<file path="config.mk">
export PLATFORM = sky130hd
export DESIGN_NAME = wishbone_master
export DESIGN_NICKNAME = d
export VERILOG_FILES = /design/src/rtl/wishbone_master.sv
export SDC_FILE = /design/constraint.sdc
export NUM_CORES = 1
export LEC_CHECK = 0
export CELL_PAD_IN_SITES_DETAIL_PLACEMENT = 1
export CELL_PAD_IN_SITES_GLOBAL_PLACEMENT = 2
export CORE_UTILIZATION = 27
export CTS_CLUSTER_SIZE = 8
export DETAILED_ROUTE_END_ITERATION = 10
export PLACE_DENSITY = 0.84
export RECOVER_POWER = 25
export SYNTH_ARGS = -nofsm -noshare
export SYNTH_HDL_FRONTEND = slang
export SYNTH_SLANG_ARGS = --single-unit
</file>
<file path="constraint.sdc">
create_clock -name clk_i -period 2.2 [get_ports clk_i]
set_input_delay 0.55 -clock clk_i [delete_from_list [all_inputs] [get_ports clk_i]]
set_output_delay 0.55 -clock clk_i [all_outputs]
set_load 0.03 [all_outputs]
</file>
<file path="src/rtl/wishbone_master.sv">
// Wishbone classic single-cycle initiator: one bus cycle per accepted command, one-cycle response pulse.
// Optional bus timeout abort is built only when WB_MASTER_TIMEOUT_EN is defined.
module wishbone_master #(
  parameter int unsigned ADDR_W         = 32,
  parameter int unsigned DATA_W         = 32,
  parameter int unsigned TIMEOUT_CYCLES = 16
) (
  input  logic              clk_i,
  input  logic              rst_n_i,
  input  logic              cmd_valid_i,
  output logic              cmd_ready_o,
  input  logic              cmd_we_i,
  input  logic [ADDR_W-1:0] cmd_adr_i,
  input  logic [DATA_W-1:0] cmd_dat_i,
  output logic              rsp_valid_o,
  output logic [DATA_W-1:0] rsp_dat_o,
  output logic              rsp_err_o,
  output logic              busy_o,
  output logic [ADDR_W-1:0] adr_o,
  output logic [DATA_W-1:0] dat_o,
  input  logic [DATA_W-1:0] dat_i,
  output logic              we_o,
  output logic              sel_o,
  output logic              stb_o,
  output logic              cyc_o,
  input  logic              ack_i
);

  localparam logic [0:0] ST_IDLE = 1'b0;
  localparam logic [0:0] ST_BUS  = 1'b1;

  if (TIMEOUT_CYCLES < 2) begin : g_param_check
    $error("TIMEOUT_CYCLES must be at least 2");
  end

  logic [0:0]        state_q, state_d;
  logic              ready_q, ready_d;
  logic              cyc_q, cyc_d;
  logic              we_q, we_d;
  logic [ADDR_W-1:0] adr_q, adr_d;
  logic [DATA_W-1:0] dat_q, dat_d;
  logic              rsp_valid_q, rsp_valid_d;
  logic [DATA_W-1:0] rsp_dat_q, rsp_dat_d;

`ifdef WB_MASTER_TIMEOUT_EN
  localparam int unsigned CNT_W = $clog2(TIMEOUT_CYCLES);
  localparam logic [CNT_W-1:0] CNT_LAST = CNT_W'(TIMEOUT_CYCLES - 1);
  logic [CNT_W-1:0] cnt_q, cnt_d;
  logic             rsp_err_q, rsp_err_d;
`endif

  // State and output registers; async reset drops the bus strobes immediately.
  always_ff @(posedge clk_i or negedge rst_n_i) begin
    if (!rst_n_i) begin
      state_q     <= ST_IDLE;
      ready_q     <= 1'b1;
      cyc_q       <= 1'b0;
      we_q        <= 1'b0;
      adr_q       <= '0;
      dat_q       <= '0;
      rsp_valid_q <= 1'b0;
      rsp_dat_q   <= '0;
`ifdef WB_MASTER_TIMEOUT_EN
      cnt_q       <= '0;
      rsp_err_q   <= 1'b0;
`endif
    end else begin
      state_q     <= state_d;
      ready_q     <= ready_d;
      cyc_q       <= cyc_d;
      we_q        <= we_d;
      adr_q       <= adr_d;
      dat_q       <= dat_d;
      rsp_valid_q <= rsp_valid_d;
      rsp_dat_q   <= rsp_dat_d;
`ifdef WB_MASTER_TIMEOUT_EN
      cnt_q       <= cnt_d;
      rsp_err_q   <= rsp_err_d;
`endif
    end
  end

  // Next-state and next-output decode.
  always_comb begin
    state_d     = state_q;
    cyc_d       = cyc_q;
    we_d        = we_q;
    adr_d       = adr_q;
    dat_d       = dat_q;
    rsp_valid_d = 1'b0;
    rsp_dat_d   = rsp_dat_q;
`ifdef WB_MASTER_TIMEOUT_EN
    cnt_d       = cnt_q;
    rsp_err_d   = rsp_err_q;
`endif
    case (state_q)
      ST_IDLE: begin
        if (cmd_valid_i) begin
          state_d = ST_BUS;
          cyc_d   = 1'b1;
          we_d    = cmd_we_i;
          adr_d   = cmd_adr_i;
          dat_d   = cmd_we_i ? cmd_dat_i : '0;
`ifdef WB_MASTER_TIMEOUT_EN
          cnt_d   = '0;
`endif
        end
      end
      ST_BUS: begin
        if (ack_i) begin
          state_d     = ST_IDLE;
          cyc_d       = 1'b0;
          we_d        = 1'b0;
          rsp_valid_d = 1'b1;
          rsp_dat_d   = we_q ? '0 : dat_i;
`ifdef WB_MASTER_TIMEOUT_EN
          rsp_err_d   = 1'b0;
        end else if (cnt_q == CNT_LAST) begin
          state_d     = ST_IDLE;
          cyc_d       = 1'b0;
          we_d        = 1'b0;
          rsp_valid_d = 1'b1;
          rsp_dat_d   = '0;
          rsp_err_d   = 1'b1;
        end else if (cnt_q != '1) begin
          cnt_d       = cnt_q + CNT_W'(1);
`endif
        end
      end
      default: state_d = ST_IDLE;
    endcase
    ready_d = (state_d == ST_IDLE);
  end

  assign cmd_ready_o = ready_q;
  assign cyc_o       = cyc_q;
  assign stb_o       = cyc_q;
  assign sel_o       = cyc_q;
  assign busy_o      = cyc_q;
  assign we_o        = we_q;
  assign adr_o       = adr_q;
  assign dat_o       = dat_q;
  assign rsp_valid_o = rsp_valid_q;
  assign rsp_dat_o   = rsp_dat_q;
`ifdef WB_MASTER_TIMEOUT_EN
  assign rsp_err_o   = rsp_err_q;
`else
  assign rsp_err_o   = 1'b0;
`endif

endmodule

</file>
# Word-level counts from Yosys, hierarchy flattened
# Cells that the tools add are included.
dict set report word_totals {
  regBits 101
  inputBits 101
  out_inout_bits 104
  wordCells 27
}
dict set report op_classes {
  n_eq_ne 2
  muxes 12
  bitwise 2
  reduce_logical 3
}
# operator n
set op_table {}
lappend op_table {{$mux W32} 2}
lappend op_table {{$mux W1} 7}
lappend op_table {{$pmux W1 S2} 3}
lappend op_table {{$reduce_and A2 Y1} 3}
lappend op_table {{$ne A2 B2 Y1 const B} 2}
lappend op_table {{$not A1 Y1} 2}

# Logic depth before layout (Yosys ltp)
# Gate-level depths: netlist of the first run.
dict set report logic_depth {
  depth_word 3
  mapped_depth 4
  ltp_nobuf 2
}

# Least setup slack after synthesis of the first run
# Ideal clock, no wire load.
dict set report synth_path {
  kind {input -> register}
  startpoint {in cmd_valid_i}
  endpoint {reg adr_q[11] (netlist: adr_o[11])}
  setup_time_ns 0.127
  arrival_ns 1.314
  required_time_ns 2.073
  path_slack_ns 0.759
  path_stages 4
  n_path_buf 2
  path_cell_list {nor2b_1 -> buf_4 -> buf_6 -> mux2_1}
}
dict set report synth_via {
  elab_chain_cells 1
}
# item line_no
set synth_lines {}
lappend synth_lines {{start, declared} 10} ;# input logic cmd_valid_i,
lappend synth_lines {{$reduce_and A2 Y1 (no line)} --}
lappend synth_lines {{end signal, assigned} 72} ;# adr_q <= adr_d;
lappend synth_lines {{end, declared} 40} ;# logic [ADDR_W-1:0] adr_q, adr_d;
# Every way passes these cells.
# A chain may end at the register's enable or synchronous reset.

# Final worst setup path of the first run
dict set report layout_path {
  startpoint {reg ready_q (netlist: cmd_ready_o)}
  endpoint {out cmd_ready_o}
}
# item line_no
set layout_rtl {}
lappend layout_rtl {{start, declared} 37} ;# logic ready_q, ready_d;
lappend layout_rtl {{start signal, assigned} 69} ;# ready_q <= ready_d;
lappend layout_rtl {{end, declared} 11} ;# output logic cmd_ready_o,
# No word-level cell between the ends.

==> flow_summary.toml, run 1 <==
[pwr]
seq_power_share_pct = 36.5
power.share.combinational_pct = 40.0
internal-power_mw = 4.58
p_sw_mw = 2.44
power_density_nw_per_um2 = 1040
switching_share_pct = 34.7
power.share.clock_pct = 23.5
vdd_ir_drop_max_uv = 361
static-leakage-power_nw = 2.91

[worst_hold_path]
hold_path.class = "reg -> reg"

[global_route]
number_of_global_route_vias_before_repair = 3423
grt_max_degree = 102
global_route.usage.total_pct = 14.5
grt_pass1_wl_mm = 18.0
grt_antenna_before_repair = 0
globalRoute.totalOverflow = 0

[critical_path]
worst_setup_path_end_kind = "output pin"
critPathArrivalTime_ns = 1.53
critPathKind = "reg -> out"
timing.critical_path.slowest_stage_cell = "sky130_fd_sc_hd__clkdlybuf4s50_1"
critical-path-max-stage-delay_ns = 0.67
worstSetupStartpointType = "register"
crit_path_max_fanout = 1
path_cells = "clkdlybuf4s50_1"
worstPathBufferInverterCount = 1
worstPathRequired_ns = 1.65
critical-path-top-delay-family = "buffers and inverters"

[floorplan]
pin_count = 205
floorplan.die.width_um = 127
rows = 45
fp.dieArea_um2 = 16100
core-area_um2 = 15200
die_h_um = 127
initial_core_util_pct = 27.7

[routing]
top_layer = "met4"
post-route-drc-count = 0
finalWirelength_mm = 11.1
met1_length_mm = 4.68
wl_per_cell_um = 15.5
vias_per_cell = 4.29
first_iter_violations = 107
wl_met2_mm = 5.60
met3WireLength_um = 675
via_count = 3091
ant_nets = 0
detail_route.first_pass.iterations = 3

[clock_tree]
cts_htree_levels = 3
tritoncts.num_buffers = 9
clock_tree.buffer_depth = 2
cts-resized-gates = 0
clock_transition_at_the_registers_of_the_reported_paths_ns = 0.06
post_cts_hold_buffer_count = 0
cts_tree = "built"
clock_insertion_delay_worst_skew_ns = 0.34
cts_setup_buffers = 0
clock_sink_count = 101
root_buffer = "sky130_fd_sc_hd__clkbuf_16"

[layout]
synthToLayoutAreaGrowth_pct = 60.8
final_cell_area_um2 = 6760
non_filler_cells_final = 720
finalCoreUtilization_pct = 44.5
num_antenna_cells = 0
drive_gt1_share_pct = 14.1
final.fill_count = 1609
net_count_of_the_finished_layout = 628

[sta]
achievable_freq_ghz = 0.482
tns_ns = 0
worst-slew-pin-transition_ns = 1.43
slew_headroom_pct = 4.80
report.final.hold_viol_count = 0
finalCriticalPeriod_ns = 2.08
grt_setup_unrepaired = "no"
finalSetupViolations = 0
final_min_period_over_clock_period_pct = 94.4
clock_skew_ns = 0.00514
timing.final.max_slew_violations = 0

[synthesis]
ys_types = 19
yosysWarningCount = 0
synthDominantAreaCellType = "sky130_fd_sc_hd__dfrtp_1"
syn_avg_cell_area_um2 = 12.9
synth-seq-area-share_pct = 60.1
post_synth_main_area_contributors = "sky130_fd_sc_hd__dfrtp_1, sky130_fd_sc_hd__mux2_2, sky130_fd_sc_hd__mux2i_1"
synthesis.area_um2 = 4200
yosys.area.top_type_share_pct = 59.5
synthesis.nets = 426
number_of_register_bits_inferred_by_synthesis = 101
synthesis.instances = 325

[status]
status = "finished clean"

[place]
detailedPlacementHpwl_mm = 8.08
finalWeightedCongestion = 0.703
detailed_place.area_um2 = 6460
port_buffers = 203
number_of_placed_instances_taps_included = 704

[job]
max_cap_violations = 0
## power by group through the flow
stage,clock network (mW),logic (mW),registers (mW)
2_1_floorplan,0,0.608,3.48
3_5_place_dp,0,2.85,2.60
3_3_place_gp,0,2.80,2.58
6_report,1.65,2.81,2.57
5_1_grt,1.78,2.95,2.64
4_1_cts,1.71,2.86,2.57
## per-layer routing
| metal | vias to the layer above | track usage, % |
|---|---|---|
| met1 | 1519 | 17.7 |
| met3 | 14 | 3.29 |
| met4 | 0 | 6.16 |
| met5 | - | 0 |
| met2 | 113 | 24.7 |
| li1 | 1445 | - |
## cell type report
type	count	area [um2]	share of cell area, %
clock buffers	12	267	3.94
repair buffers	212	2130	31.5
well taps	188	235	3.48
clock inverters	4	45.0	0.666
inverters	34	128	1.89
multi-input cells	169	1430	21.1
flip-flops and latches	101	2530	37.4
## path summary, 6_finish.rpt
path / from / end / slack (ns) / cells past startpoint
hold / removal: adr_o[10]$_DFFE_PN0P_ / adr_o[10]$_DFFE_PN0P_ / 0.49 / 1
setup / recovery: cmd_ready_o$_DFF_PN1_ / cmd_ready_o / 0.12 / 1
min in group asynchronous: rst_n_i / adr_o[22]$_DFFE_PN0P_ / 0.62 / 2
setup reg to reg: state_q$_DFF_PN0_ / adr_o[18]$_DFFE_PN0P_ / 0.78 / 3
hold reg to reg: adr_o[10]$_DFFE_PN0P_ / adr_o[10]$_DFFE_PN0P_ / 0.49 / 1
max in group asynchronous: rst_n_i / rsp_dat_o[20]$_DFFE_PN0P_ / 0.61 / 2
## cells by family after synthesis
family / count (synthesis) / synth area share, %
buffers and inverters: 55 / 6.10
other: 1 / 0.0892
multiplexers: 97 / 25.0
flip-flops: 101 / 60.1
AND/OR/NAND/NOR: 67 / 8.01
AO/OA/AOI/OAI: 4 / 0.655
## flip-flops by register name, summed over array words and instances, names as in the netlist
signal / cells
adr_o: 32
busy_o: 1
cmd_ready_o: 1
dat_o: 32
rsp_dat_o: 32
rsp_valid_o: 1
state_q: 1
we_o: 1
## synth_stat cells
cell                       number
sky130_fd_sc_hd__nor2b_1       33
sky130_fd_sc_hd__inv_1         34
sky130_fd_sc_hd__nand2_1       32
sky130_fd_sc_hd__o22ai_1        1
sky130_fd_sc_hd__nand2_2        1
sky130_fd_sc_hd__clkbuf_1       7
sky130_fd_sc_hd__mux2i_1       33
sky130_fd_sc_hd__buf_4          8
sky130_fd_sc_hd__nor2_1         1
sky130_fd_sc_hd__dfstp_2        1
sky130_fd_sc_hd__o21a_1         1
sky130_fd_sc_hd__a22o_1         1
sky130_fd_sc_hd__buf_2          4
sky130_fd_sc_hd__mux2_1        19
sky130_fd_sc_hd__o21ai_0        1
sky130_fd_sc_hd__mux2_2        45
sky130_fd_sc_hd__buf_6          2
sky130_fd_sc_hd__conb_1         1
sky130_fd_sc_hd__dfrtp_1      100
## through the flow
step	total power [mW]	setup slack (ns)	hold WS [ns]
final	7.02	0.123	0.489
after global placement	5.38	0.227	0.469
after detailed placement	5.45	0.203	0.479
after floorplan	4.09	0.759	0.254
after global routing	7.37	0.0960	0.515
after CTS	7.14	0.103	0.295
## cells in the final DEF (no fill, tap or decap)
| master | instances |
|---|---|
| sky130_fd_sc_hd__conb_1 | 1 |
| sky130_fd_sc_hd__clkbuf_16 | 9 |
| sky130_fd_sc_hd__inv_1 | 34 |
| sky130_fd_sc_hd__clkinv_2 | 3 |
| sky130_fd_sc_hd__o21a_1 | 1 |
| sky130_fd_sc_hd__clkbuf_4 | 2 |
| sky130_fd_sc_hd__nand2_1 | 32 |
| sky130_fd_sc_hd__clkbuf_8 | 3 |
| sky130_fd_sc_hd__mux2_1 | 19 |
| sky130_fd_sc_hd__nand2_2 | 1 |
| sky130_fd_sc_hd__mux2i_1 | 33 |
| sky130_fd_sc_hd__clkdlybuf4s50_1 | 201 |
| sky130_fd_sc_hd__buf_4 | 6 |
| sky130_fd_sc_hd__nor2_1 | 1 |
| sky130_fd_sc_hd__bufinv_16 | 1 |
| sky130_fd_sc_hd__dfstp_2 | 1 |
| sky130_fd_sc_hd__mux2_2 | 45 |
| sky130_fd_sc_hd__nor2b_1 | 32 |
| sky130_fd_sc_hd__o21ai_0 | 1 |
| sky130_fd_sc_hd__a22o_1 | 1 |
| sky130_fd_sc_hd__dfrtp_1 | 100 |
| sky130_fd_sc_hd__buf_12 | 3 |
| sky130_fd_sc_hd__nor2b_4 | 1 |
| sky130_fd_sc_hd__o22ai_1 | 1 |
(Power assumes the default switching activity.)
==> inputs of run 2 (changes only) <==
--- a/config.mk
+++ b/config.mk
@@ -10,6 +10,7 @@
 export CORE_UTILIZATION = 27
 export CTS_CLUSTER_SIZE = 8
 export DETAILED_ROUTE_END_ITERATION = 10
+export HOLD_SLACK_MARGIN = 0.12
 export PLACE_DENSITY = 0.84
 export RECOVER_POWER = 25
 export SYNTH_ARGS = -nofsm -noshare
==> results of run 2 <==
Final layout, timing and power as in run 1 (identical DEF).
